===== src/rtl/audio_pkg.sv =====
// Shared audio types and constants for the sample pipeline and the I2S output stage.
package audio_pkg;

  localparam int I2S_SLOT_BITS  = 16;
  localparam int I2S_FRAME_BITS = 32;
  localparam int I2S_CNT_BITS   = $clog2(I2S_FRAME_BITS);
  localparam int SYS_CLK_HZ     = 50_000_000;

  typedef logic signed [I2S_SLOT_BITS-1:0] sample_t;
  typedef logic [I2S_FRAME_BITS-1:0]       frame_t;

  // Left word goes out first, so it occupies the upper half of the frame.
  function automatic frame_t pack_frame(input sample_t left, input sample_t right);
    return {left, right};
  endfunction

endpackage


===== src/rtl/i2s_clk_gen.sv =====
// BCLK/LRCLK generator: divides clk into BCLK and tracks the bit slot within the frame.
module i2s_clk_gen
  import audio_pkg::*;
#(
  parameter int CLK_DIV = 8
) (
  input  logic                    clk,
  input  logic                    reset,
  input  logic                    enable,
  output logic                    bclk,
  output logic                    lrclk,
  output logic                    fall_tick,
  output logic [I2S_CNT_BITS-1:0] bit_next
);

  localparam int                DIV_W  = $clog2(CLK_DIV);
  localparam logic [DIV_W-1:0]  DIV_TC = DIV_W'(CLK_DIV - 1);

  logic [DIV_W-1:0]        div_cnt;
  logic [I2S_CNT_BITS-1:0] bit_cnt;
  logic [I2S_CNT_BITS-1:0] lr_idx;
  logic                    div_tc;

  assign div_tc    = (div_cnt == DIV_TC);
  assign fall_tick = enable && div_tc && bclk;
  assign bit_next  = bit_cnt + 1'b1;
  // Word select leads the data by one slot (I2S one-bit delay).
  assign lr_idx    = bit_cnt + 2'd2;

  always_ff @(posedge clk or posedge reset) begin
    if (reset) begin
      div_cnt <= '0;
      bclk    <= 1'b0;
      bit_cnt <= '1;
      lrclk   <= 1'b0;
    end else if (!enable) begin
      div_cnt <= '0;
      bclk    <= 1'b0;
      bit_cnt <= '1;
      lrclk   <= 1'b0;
    end else if (div_tc) begin
      div_cnt <= '0;
      bclk    <= ~bclk;
      if (bclk) begin
        bit_cnt <= bit_next;
        lrclk   <= lr_idx[I2S_CNT_BITS-1];
      end
    end else begin
      div_cnt <= div_cnt + 1'b1;
    end
  end

endmodule


===== src/rtl/i2s_transmitter.sv =====
// Philips I2S transmitter: one-frame holding register with valid/ready intake, 32-bit shifter.
module i2s_transmitter
  import audio_pkg::*;
#(
  parameter int CLK_DIV = 8
) (
  input  logic                     clk,
  input  logic                     reset,
  input  logic                     enable,
  input  logic [I2S_SLOT_BITS-1:0] sample_l,
  input  logic [I2S_SLOT_BITS-1:0] sample_r,
  input  logic                     sample_valid,
  output logic                     sample_ready,
  output logic                     i2s_bclk,
  output logic                     i2s_lrclk,
  output logic                     i2s_sdata,
  output logic                     frame_start,
  output logic                     underrun
);

  logic                    fall_tick;
  logic [I2S_CNT_BITS-1:0] bit_next;
  logic                    hold_full;
  frame_t                  hold_reg;
  frame_t                  shift_reg;
  logic                    accept;
  logic                    load;

  i2s_clk_gen #(.CLK_DIV(CLK_DIV)) u_clk_gen (
    .clk       (clk),
    .reset     (reset),
    .enable    (enable),
    .bclk      (i2s_bclk),
    .lrclk     (i2s_lrclk),
    .fall_tick (fall_tick),
    .bit_next  (bit_next)
  );

  assign sample_ready = !hold_full;
  assign accept       = sample_valid && !hold_full;
  assign load         = fall_tick && (bit_next == '0);

  always_ff @(posedge clk or posedge reset) begin
    if (reset) begin
      hold_full   <= 1'b0;
      hold_reg    <= '0;
      shift_reg   <= '0;
      i2s_sdata   <= 1'b0;
      frame_start <= 1'b0;
      underrun    <= 1'b0;
    end else begin
      frame_start <= 1'b0;
      underrun    <= 1'b0;
      if (accept) begin
        hold_reg  <= pack_frame(sample_t'(sample_l), sample_t'(sample_r));
        hold_full <= 1'b1;
      end
      if (!enable) begin
        shift_reg <= '0;
        i2s_sdata <= 1'b0;
      end else if (load) begin
        frame_start <= 1'b1;
        // A pair accepted in this same cycle stays held for the following frame.
        hold_full   <= accept;
        if (hold_full) begin
          shift_reg <= hold_reg;
          i2s_sdata <= hold_reg[I2S_FRAME_BITS-1];
        end else begin
          shift_reg <= '0;
          i2s_sdata <= 1'b0;
          underrun  <= 1'b1;
        end
      end else if (fall_tick) begin
        shift_reg <= {shift_reg[I2S_FRAME_BITS-2:0], 1'b0};
        i2s_sdata <= shift_reg[I2S_FRAME_BITS-2];
      end
    end
  end

endmodule


===== config.mk =====
export PLATFORM = sky130hd
export DESIGN_NAME = i2s_transmitter
export DESIGN_NICKNAME = d
export VERILOG_FILES = /design/src/rtl/audio_pkg.sv /design/src/rtl/i2s_clk_gen.sv /design/src/rtl/i2s_transmitter.sv
export SDC_FILE = /design/constraint.sdc
export NUM_CORES = 1
export LEC_CHECK = 0
export BUFFER_PORTS_ARGS = -buffer_cell sky130_fd_sc_hd__buf_2
export CORE_MARGIN = 8
export CORE_UTILIZATION = 36
export DETAILED_ROUTE_END_ITERATION = 6
export GPL_TIMING_DRIVEN = 0
export SYNTH_ARGS = -nofsm -noshare
export SYNTH_HDL_FRONTEND = slang
export SYNTH_SLANG_ARGS = --single-unit

===== constraint.sdc =====
create_clock -name clk -period 3.3 [get_ports clk]
set_input_delay 0.33 -clock clk [delete_from_list [all_inputs] [get_ports clk]]
set_output_delay 0.33 -clock clk [all_outputs]
set_load 0.03 [all_outputs]

==> flow_summary.yaml, run 1 <==
cells_and_area:
  fin_area_sq_um: 3920
  area_growth_pct: 19.2
  nets: 334
  drive_gt1_share_pct: 36.1
  largest_register_ffs: 32
  n_antenna_cell: 0
  n_fill_cell: 835
floorplan:
  die_height_um: 112
  dieArea_sq_um: 12500
  fp.dieW_um: 112
  start_util_pct: 36.3
  io_pins: 42
  num_rows: 35
  core_sq_um: 9060
clock_network:
  cts_made_buffers: 9
  clockBufferDepth: 2
  insertion_delay_ns: 0.35
  h-tree-depth: 3
  clock-sinks: 77
  cts-root-buf: "clkbuf_8"
  clk_pin_slew_ns: 0.09
  cts_tree: "built"
synth:
  synth-async-reset-ratio_pct: 100
  synthMostInstantiatedCell: "dfrtp_1"
  syn_inst: 240
  yosysTopAreaCell: "dfrtp_1"
  synth_top_family_by_area: "compound AO/OA/AOI/OAI gates"
  synth_top_cell_area_share_pct: 54.7
  ys.flop_type: "dfrtp_1"
  synth.ff_latch_count: 77
  yosys_warnings: 0
  synth_fa_ha_area_share_pct: 1.52
  syn_area_sq_um: 3290
  synth_compound_area_share_pct: 11.7
  synth_xor_area_share_pct: 1.33
  synthSimpleGateAreaFrac_pct: 10.8
  synth-edff-count: 0
  ys_types: 32
  yosysSeqAreaShare_pct: 58.7
  synth_area_leaders: "dfrtp_1 55%, mux2_2 10%, a221o_1 9.4%"
  synth_common_cells: "72 x dfrtp_1, 33 x and3_1, 31 x a221o_1"
  synthMuxAreaShare_pct: 10.9
  synth.avg_cell_area_sq_um: 13.7
  synth_fp_nets: 280
placed_design:
  placed_area_sq_um: 3670
  io_buffers: 41
  place_ws_ns: 1.15
  gp_congestion: 0.716
  dp.final_hpwl_um: 4450
global_routing:
  antenna_found_initial: 0
  grt_usage_pct: 11.3
  grt_busiest_layer: "met2"
  grt_use_met1_pct: 15.3
  grt_pass1_wl_um: 11400
  grt_pass1_vias: 2304
  grt_max_degree: 64
  grt_use_met3_pct: 2.44
  grt_overflow: 0
  met2_usage_pct: 16.5
power_and_ir_drop:
  internal_power_uw: 1570
  pwr-share-clk_pct: 43.9
  power.total_uw: 1990
  p_per_area_nw_per_um2: 507
  p_comb_share_pct: 5.0
  pwr-share-seq_pct: 51.2
  p_switching_uw: 420
  max-vdd-ir-drop_v: 0.000240
  netSwitchingFraction_pct: 21.1
  power_leakage_uw: 0.00199
route:
  routed_wl_um: 6620
  first_pass_iters: 4
  post_drt_wl_per_cell_um: 16.1
  ant_nets: 0
  vias_per_cell: 5.22
  num_vias: 2140
  drc_errors: 0
  drt-initial-drc-count: 74
sta:
  rsz0062_at_grt: "no"
  fin_crit_sh_pct: 65.7
  slew_viol_final: 0
  fmax_ghz: 0.461
  finalSetupViolCount: 0
  fin_skew_ns: 0.0158
  worst_pin_slew_ns: 0.642
  fin_ws_ns: 1.13
  tns_ns: 0
  min_period_ns: 2.17
  holdWs_ns: 0.205
  hold_viol_final: 0
  slew_headroom_pct: 57.2
critical_path:
  critPathMaxFanout: 10
  cp-end-kind: "flop"
  crit_arrival_ns: 2.39
  crit_type: "flop to flop"
  critPathRequiredTime_ns: 3.52
  cp-start-kind: "flop"
hold_path:
  worst_hold_path_type: "input port to flop"
status:
  status: "completed"
flow_run:
  maxCapViolCount: 0
area by class of cell:
cell class / instances / area, sq um / area share (%)
Clock buffer: 10 / 138 / 3.51
Inverter: 4 / 17.5 / 0.447
Sequential cell: 77 / 1930 / 49.3
Timing Repair Buffer: 43 / 243 / 6.19
Tap cell: 111 / 139 / 3.54
Multi-Input combinational cell: 140 / 1190 / 30.4
Clock inverter: 6 / 109 / 2.78
Buffer: 19 / 151 / 3.86
worst max-delay path: stages (launching register included):
cell	delay, ns
dfstp_2	0.60
ha_1	0.27
and2_4	0.18
a21oi_2	0.06
o32ai_4	0.26
a21boi_2	0.16
buf_6	0.17
a221o_1	0.34
placed cells by master, fill, tap and decap left out, types with 2 or more instances in the layout:
cell       synthesis  routed
a221o_1           31      31
and2_1             4       4
and3_1            33      33
buf_1              2       2
buf_12             3       3
buf_2              1      42
buf_6              4       4
bufinv_16          0       3
clkbuf_1           9       9
clkbuf_8           0      10
clkinv_2           0       2
dfrtp_1           72      72
dfstp_2            5       5
ha_1               4       4
inv_1              4       3
mux2_1             2       2
mux2_2            30      30
nand2_1            9       9
nand3_1            3       3
nand4_1            3       3
nor2_1             4       4
xor2_1             4       4
per-stage QoR:
step           instances  utilization, %
6_report             410            43.3
5_1_grt              410            43.3
4_1_cts              410            43.3
3_3_place_gp         392            40.1
2_1_floorplan        240               -
3_5_place_dp         393            40.4
routing by layer:
metal | routed length (um) | share of wire (%)
met2 | 2910 | 44
met1 | 3400 | 51
met3 | 176 | 2.7
met4 | 125 | 1.9
met5 | 0 | 0
power by group through the flow:
stage	registers [uW]	logic, uW	clock network, uW
final	1020	98.6	873
after global placement	1040	92.8	0
after CTS	1020	102	888
after floorplan	1030	61.3	0
after global routing	1030	113	926
after detailed placement	1040	100	0
cell families after synthesis:
group,count (synthesis)
and+or+nand+nor,61
adders and majority gates,4
xor gates and xnor gates,5
AOI/OAI and AO/OA,38
muxes,32
DFF,77
buffers and inverters,23
what timing repair did:
item,4_1_cts,5_1_grt
endpoints found under the hold margin,14,0
hold buffers,1,0
gates resized for setup,0,0
endpoints found under the setup margin,0,0
setup buffers,0,0
path summary, 6_finish.rpt:
check / startpoint / endpoint / slack [ns] / cells after the start
worst max-delay path: u_clk_gen.bit_cnt[0]$_DFFE_PP1P_ / shift_reg[7]$_DFFE_PP0P_ / 1.13 / 7
worst min-delay path: sample_r[12] / hold_reg[12]$_DFFE_PP0P_ / 0.21 / 2
worst max register to register: u_clk_gen.bit_cnt[0]$_DFFE_PP1P_ / shift_reg[7]$_DFFE_PP0P_ / 1.13 / 7
worst min register to register: u_clk_gen.div_cnt[0]$_DFF_PP0_ / u_clk_gen.div_cnt[0]$_DFF_PP0_ / 0.44 / 1
max in group asynchronous: reset / u_clk_gen.bit_cnt[2]$_DFFE_PP1P_ / 2.22 / 4
min in group asynchronous: reset / hold_reg[18]$_DFFE_PP0P_ / 0.45 / 3
No activity file was read; power rests on OpenSTA's default activity.
==> run 2, diff against run 1 <==
ABC_AREA = 1   (was default)
clock period = 2 ns   (was 3.3 ns; I/O delays follow)
==> flow_summary.yaml, run 2 <==
power_and_ir_drop:
  pwr-share-clk_pct: 29.7
  p_per_area_nw_per_um2: 791
  pwr-share-seq_pct: 56.4
  internal_power_uw: 2550
  p_comb_share_pct: 13.9
  max-vdd-ir-drop_v: 0.000366
  netSwitchingFraction_pct: 25.5
  power_leakage_uw: 0.00234
  p_switching_uw: 874
critical_path:
  worst-r2r-setup-slack_ns: 0.15
  crit_type: "flop to flop"
  r2r_start: "u_clk_gen.bit_cnt[0]$_DFFE_PP1P_"
  crit_end: "i2s_sdata$_DFFE_PP0P_"
  critPathRequiredTime_ns: 2.27
  cp-startpoint: "u_clk_gen.bit_cnt[0]$_DFFE_PP1P_"
  critPathMaxFanout: 10
  reg2reg_to: "i2s_sdata$_DFFE_PP0P_"
  cp-start-kind: "flop"
  crit_arrival_ns: 2.13
  ff2ff_path_depth: 10
  cp-end-kind: "flop"
sta:
  fmax_ghz: 0.540
  hold_viol_final: 0
  slew_viol_final: 0
  rsz0062_at_grt: "no"
  fin_crit_sh_pct: 92.6
  slew_headroom_pct: 68.1
  fin_ws_ns: 0.148
  min_period_ns: 1.85
  finalSetupViolCount: 0
  worst_pin_slew_ns: 0.477
  fin_skew_ns: 0.00866
placed_design:
  dp.final_hpwl_um: 5280
  io_buffers: 41
  placed_area_sq_um: 4090
  place_ws_ns: -0.0623
  gp_congestion: 0.768
cells_and_area:
  area_growth_pct: 17.7
  drive_gt1_share_pct: 26.5
  nets: 506
  final_common_cell: "nand2_1"
  n_antenna_cell: 0
  fin_area_sq_um: 4320
  largest_register_ffs: 32
  final_cell_mix: "139 x nand2_1, 72 x dfrtp_1, 65 x nand3_1"
global_routing:
  grt_pass1_wl_um: 13300
  grt_max_degree: 32
  grt_usage_pct: 12.2
  grt_pass1_vias: 2904
  antenna_found_initial: 0
  grt_overflow: 0
synth:
  synth.avg_cell_area_sq_um: 8.98
  syn_inst: 409
  yosysSeqAreaShare_pct: 52.7
  yosysTopAreaCell: "dfrtp_1"
  synth-async-reset-ratio_pct: 100
  synth-edff-count: 0
  ys.flop_type: "dfrtp_1"
  synth_top_cell_area_share_pct: 49.1
  synth.ff_latch_count: 77
  synth_common_cells: "140 x nand2_1, 72 x dfrtp_1, 65 x nand3_1"
  synth_area_leaders: "dfrtp_1 49%, nand2_1 14%, mux2_2 9.8%"
  synth_fp_nets: 449
  syn_area_sq_um: 3670
  synthMostInstantiatedCell: "nand2_1"
  yosys_warnings: 0
  ys_types: 30
clock_network:
  clock-sinks: 77
  h-tree-depth: 3
  cts-root-buf: "clkbuf_8"
  cts_made_buffers: 9
  clockBufferDepth: 2
  insertion_delay_ns: 0.33
  cts_tree: "built"
  clk_pin_slew_ns: 0.08
floorplan:
  num_rows: 37
  dieArea_sq_um: 13700
  start_util_pct: 36.4
  io_pins: 42
  fp.dieW_um: 117
  core_sq_um: 10100
  die_height_um: 117
route:
  vias_per_cell: 4.58
  drt-initial-drc-count: 118
  routed_wl_um: 7480
  first_pass_iters: 5
  post_drt_wl_per_cell_um: 12.3
  ant_nets: 0
  drc_errors: 0
  num_vias: 2780
hold_path:
  worst_hold_path_type: "input port to flop"
status:
  status: "completed"
flow_run:
  maxCapViolCount: 0
==> run 2: cell types whose count changed after synthesis, sizes merged, moves of 2 or more <==
cell | previous run | this run
nand2 | 10 | 142
nand3 | 3 | 66
inv | 4 | 43
and3 | 33 | 0
a221o | 31 | 0
buf | 10 | 17
and2 | 5 | 0
nor2 | 4 | 8
xor2 | 4 | 0
clkbuf | 9 | 6
nor3 | 0 | 2
==> run 2: worst max-delay path, stage by stage (launching register included) <==
cell     delay (ns)
dfstp_2        0.62
ha_4           0.17
nand3_1        0.08
nand2_1        0.08
nand2_2        0.09
nor2_4         0.25
nand2_4        0.12
buf_6          0.16
nand2_1        0.06
nand3_1        0.09
nand2_1        0.08
==> run 2: power by group through the flow <==
| stage | logic [uW] | clock network (uW) | registers [uW] |
|---|---|---|---|
| final | 477 | 1010 | 1930 |
| after global routing | 552 | 1130 | 1960 |
| after CTS | 490 | 1050 | 1930 |
| after detailed placement | 486 | 0 | 1960 |
| after global placement | 462 | 0 | 1950 |
| after floorplan | 374 | 0 | 1910 |
==> run 2: stage by stage <==
| step | hold slack [ns] | util, % | TNS [ns] | power [uW] | std cells |
|---|---|---|---|---|---|
| 2_1_floorplan | 0.300 | - | 0 | 2280 | 409 |
| 3_3_place_gp | 0.432 | 40.1 | -0.00206 | 2410 | 586 |
| 6_report | 0.0911 | 42.8 | 0 | 3420 | 607 |
| 5_1_grt | 0.0676 | 42.8 | 0 | 3640 | 607 |
| 3_5_place_dp | 0.250 | 40.5 | -0.559 | 2440 | 588 |
| 4_1_cts | 0.0759 | 42.3 | 0 | 3470 | 605 |
==> run 2: repair_timing <==
item	in CTS	in global routing
hold buffers	1	0
cloned	0	0
hold endpoints to repair	20	0
setup endpoints to repair	28	32
setup buffers	0	2
pin swaps	0	3
gates resized for setup	3	11
==> run 2: routing by layer <==
metal	wire (um)	track usage (%)	part of all wire (%)
met3	342	3.64	4.6
met4	46	2.82	0.61
met2	3440	19.8	46
met1	3660	15.6	49
met5	0	0	0
==> run 2: cell families after synthesis <==
family / after synthesis / share of synthesized area [%]
AOI/OAI and AO/OA: 7 / 1.19
adders and majority gates: 4 / 1.36
buffers and inverters: 67 / 8.32
DFF: 77 / 52.7
muxes: 32 / 9.82
and+or+nand+nor: 222 / 26.7
==> run 2: cell type report <==
| cell class | instances | area, sq um |
|---|---|---|
| plain buffers | 23 | 160 |
| clock buffers | 13 | 149 |
| multi-input cells | 265 | 1460 |
| flip-flops and latches | 77 | 1930 |
| well taps | 136 | 170 |
| inverters | 44 | 169 |
| repair buffers | 46 | 270 |
| fillers | 1032 | 5770 |
| clock inverters | 3 | 15.0 |
==> run 2: how the worst min path moves through the flow <==
stage          cells after the start  slack (ns)                              to    startpoint
2_1_floorplan                      2        0.30  u_clk_gen.div_cnt[1]$_DFF_PP0_        enable
3_3_place_gp                       2        0.43        hold_reg[12]$_DFFE_PP0P_  sample_r[12]
3_5_place_dp                       2        0.25        shift_reg[5]$_DFFE_PP0P_         reset
4_1_cts                            2        0.08        hold_reg[21]$_DFFE_PP0P_   sample_l[5]
5_1_grt                            2        0.07        hold_reg[22]$_DFFE_PP0P_   sample_l[6]
6_report                           2        0.09        hold_reg[21]$_DFFE_PP0P_   sample_l[5]
==> run 3, diff against run 2 <==
SETUP_SLACK_MARGIN = 0.2   (was default)
==> flow_summary.yaml, run 3 (same netlist as run 2, synthesis figures left out) <==
sta:
  fmax_ghz: 0.564
  worst_pin_slew_ns: 0.531
  min_period_ns: 1.77
  rsz0062_at_grt: "yes"
  finalSetupViolCount: 0
  tns_ns: 0
  slew_viol_final: 0
  fin_ws_ns: 0.226
  hold_viol_final: 0
  holdWs_ns: 0.0866
  slew_headroom_pct: 64.6
  fin_crit_sh_pct: 88.7
  fin_skew_ns: 0.00742
global_routing:
  grt_use_met3_pct: 3.64
  antenna_found_initial: 0
  grt_busiest_layer: "met2"
  grt_max_degree: 32
  grt_pass1_wl_um: 13500
  grt_overflow: 0
  grt_use_met1_pct: 16.1
  grt_pass1_vias: 2945
  met2_usage_pct: 19.9
  grt_usage_pct: 12.4
status:
  status: "completed"
critical_path:
  crit_arrival_ns: 2.05
  crit_type: "flop to flop"
  critPathMaxFanout: 7
  cp-end-kind: "flop"
  cp-start-kind: "flop"
  critPathRequiredTime_ns: 2.28
route:
  ant_nets: 0
  num_vias: 2887
  drc_errors: 0
  post_drt_wl_per_cell_um: 12.9
  vias_per_cell: 4.64
  routed_wl_um: 8050
  drt-initial-drc-count: 118
  first_pass_iters: 4
placed_design:
  gp_congestion: 0.768
  io_buffers: 41
  dp.final_hpwl_um: 5280
  placed_area_sq_um: 4090
  placedCellCount: 588
  place_ws_ns: -0.0623
cells_and_area:
  largest_register_ffs: 32
  n_fill_cell: 1003
  final_cell_mix: "122 x nand2_1, 72 x dfrtp_1, 56 x nand3_1"
  fin_area_sq_um: 4670
  area_growth_pct: 27.3
  nets: 521
  n_antenna_cell: 0
  final_common_cell: "nand2_1"
  drive_gt1_share_pct: 34.6
  stdcell_count: 622
power_and_ir_drop:
  power_leakage_uw: 0.00247
  max-vdd-ir-drop_v: 0.000374
  p_per_area_nw_per_um2: 736
floorplan:
  dieArea_sq_um: 13700
  num_rows: 37
  io_pins: 42
  fp.dieW_um: 117
  core_sq_um: 10100
  die_height_um: 117
  start_util_pct: 36.4
clock_network:
  cts-root-buf: "clkbuf_8"
  cts_made_buffers: 9
  h-tree-depth: 3
  clockBufferDepth: 2
  clk_pin_slew_ns: 0.08
  insertion_delay_ns: 0.34
  cts_tree: "built"
  clock-sinks: 77
flow_run:
  maxCapViolCount: 0
hold_path:
  worst_hold_path_type: "input port to flop"
-- run 3: changes by cell type in the layout (fill, tap and decap cells not counted), moves of 5 or more --
| cell | previous run | this run |
|---|---|---|
| nand3_1 | 65 | 56 |
| buf_8 | 0 | 7 |
| buf_4 | 5 | 12 |
| nand3_2 | 0 | 9 |
| nand2_2 | 2 | 14 |
| nand2_4 | 1 | 6 |
| nand2_1 | 139 | 122 |
-- run 3: stage by stage --
step | util, % | total power [uW]
4_1_cts | 43.1 | 3470
6_report | 46.3 | 3440
3_3_place_gp | 40.1 | 2410
5_1_grt | 46.3 | 3660
2_1_floorplan | - | 2280
3_5_place_dp | 40.5 | 2440
-- run 3: what timing repair did --
item / in CTS / in global routing
buffers inserted: 6 / 7
pin swaps: 4 / 25
hold buffers: 1 / 0
endpoints found under the setup margin: 32 / 33
endpoints found under the hold margin: 20 / 0
gates cloned: 0 / 4
gates resized for setup: 14 / 45
-- run 3: critical path, cell delays in order, from the launching register on --
cell and delay, ns:
dfstp_2 0.57, ha_4 0.15, inv_1 0.04, nand2_1 0.09, nand3_4 0.11, nor2_4 0.20, nand2_4 0.16, clkbuf_16 0.20
nand2_2 0.06, nand3_2 0.06, nand2_1 0.07
-- run 3: cell type report --
type                            instances  area, sq um  share of cell area, %
Timing Repair Buffer                   61          460                   9.86
Multi-Input combinational cell        265         1580                   33.8
Buffer                                 23          195                   4.18
Tap cell                              136          170                   3.64
Inverter                               44          169                   3.62
Clock buffer                           13          149                   3.19
Clock inverter                          3         15.0                  0.321
Sequential cell                        77         1930                   41.4
-- run 3: path summary, 6_finish.rpt --
| path | startpoint | endpoint | slack (ns) | cells after the start |
|---|---|---|---|---|
| worst max-delay path | u_clk_gen.bit_cnt[0]$_DFFE_PP1P_ | shift_reg[18]$_DFFE_PP0P_ | 0.23 | 10 |
| worst min-delay path | sample_l[5] | hold_reg[21]$_DFFE_PP0P_ | 0.09 | 2 |
| worst min register to register | shift_reg[6]$_DFFE_PP0P_ | shift_reg[6]$_DFFE_PP0P_ | 0.47 | 2 |
| worst max register to register | u_clk_gen.bit_cnt[0]$_DFFE_PP1P_ | shift_reg[18]$_DFFE_PP0P_ | 0.23 | 10 |
| min in group asynchronous | reset | hold_reg[6]$_DFFE_PP0P_ | 0.42 | 3 |
| max in group asynchronous | reset | u_clk_gen.bit_cnt[4]$_DFFE_PP1P_ | 0.79 | 5 |
-- run 3: per-layer routing --
| metal | routed length, um | vias to the layer above |
|---|---|---|
| met5 | 0 | - |
| met4 | 41 | 0 |
| met3 | 402 | 5 |
| met2 | 3860 | 65 |
| met1 | 3740 | 1374 |
| li1 | - | 1443 |
-- run 3: power by group --
part / total, uW / leakage, uW / switching, uW / internal (uW)
Sequential: 1930 / 0.000980 / 128 / 1800
Clock: 1020 / 0.0000872 / 542 / 481
Combinational: 488 / 0.00140 / 219 / 269
Total: 3440 / 0.00247 / 890 / 2550
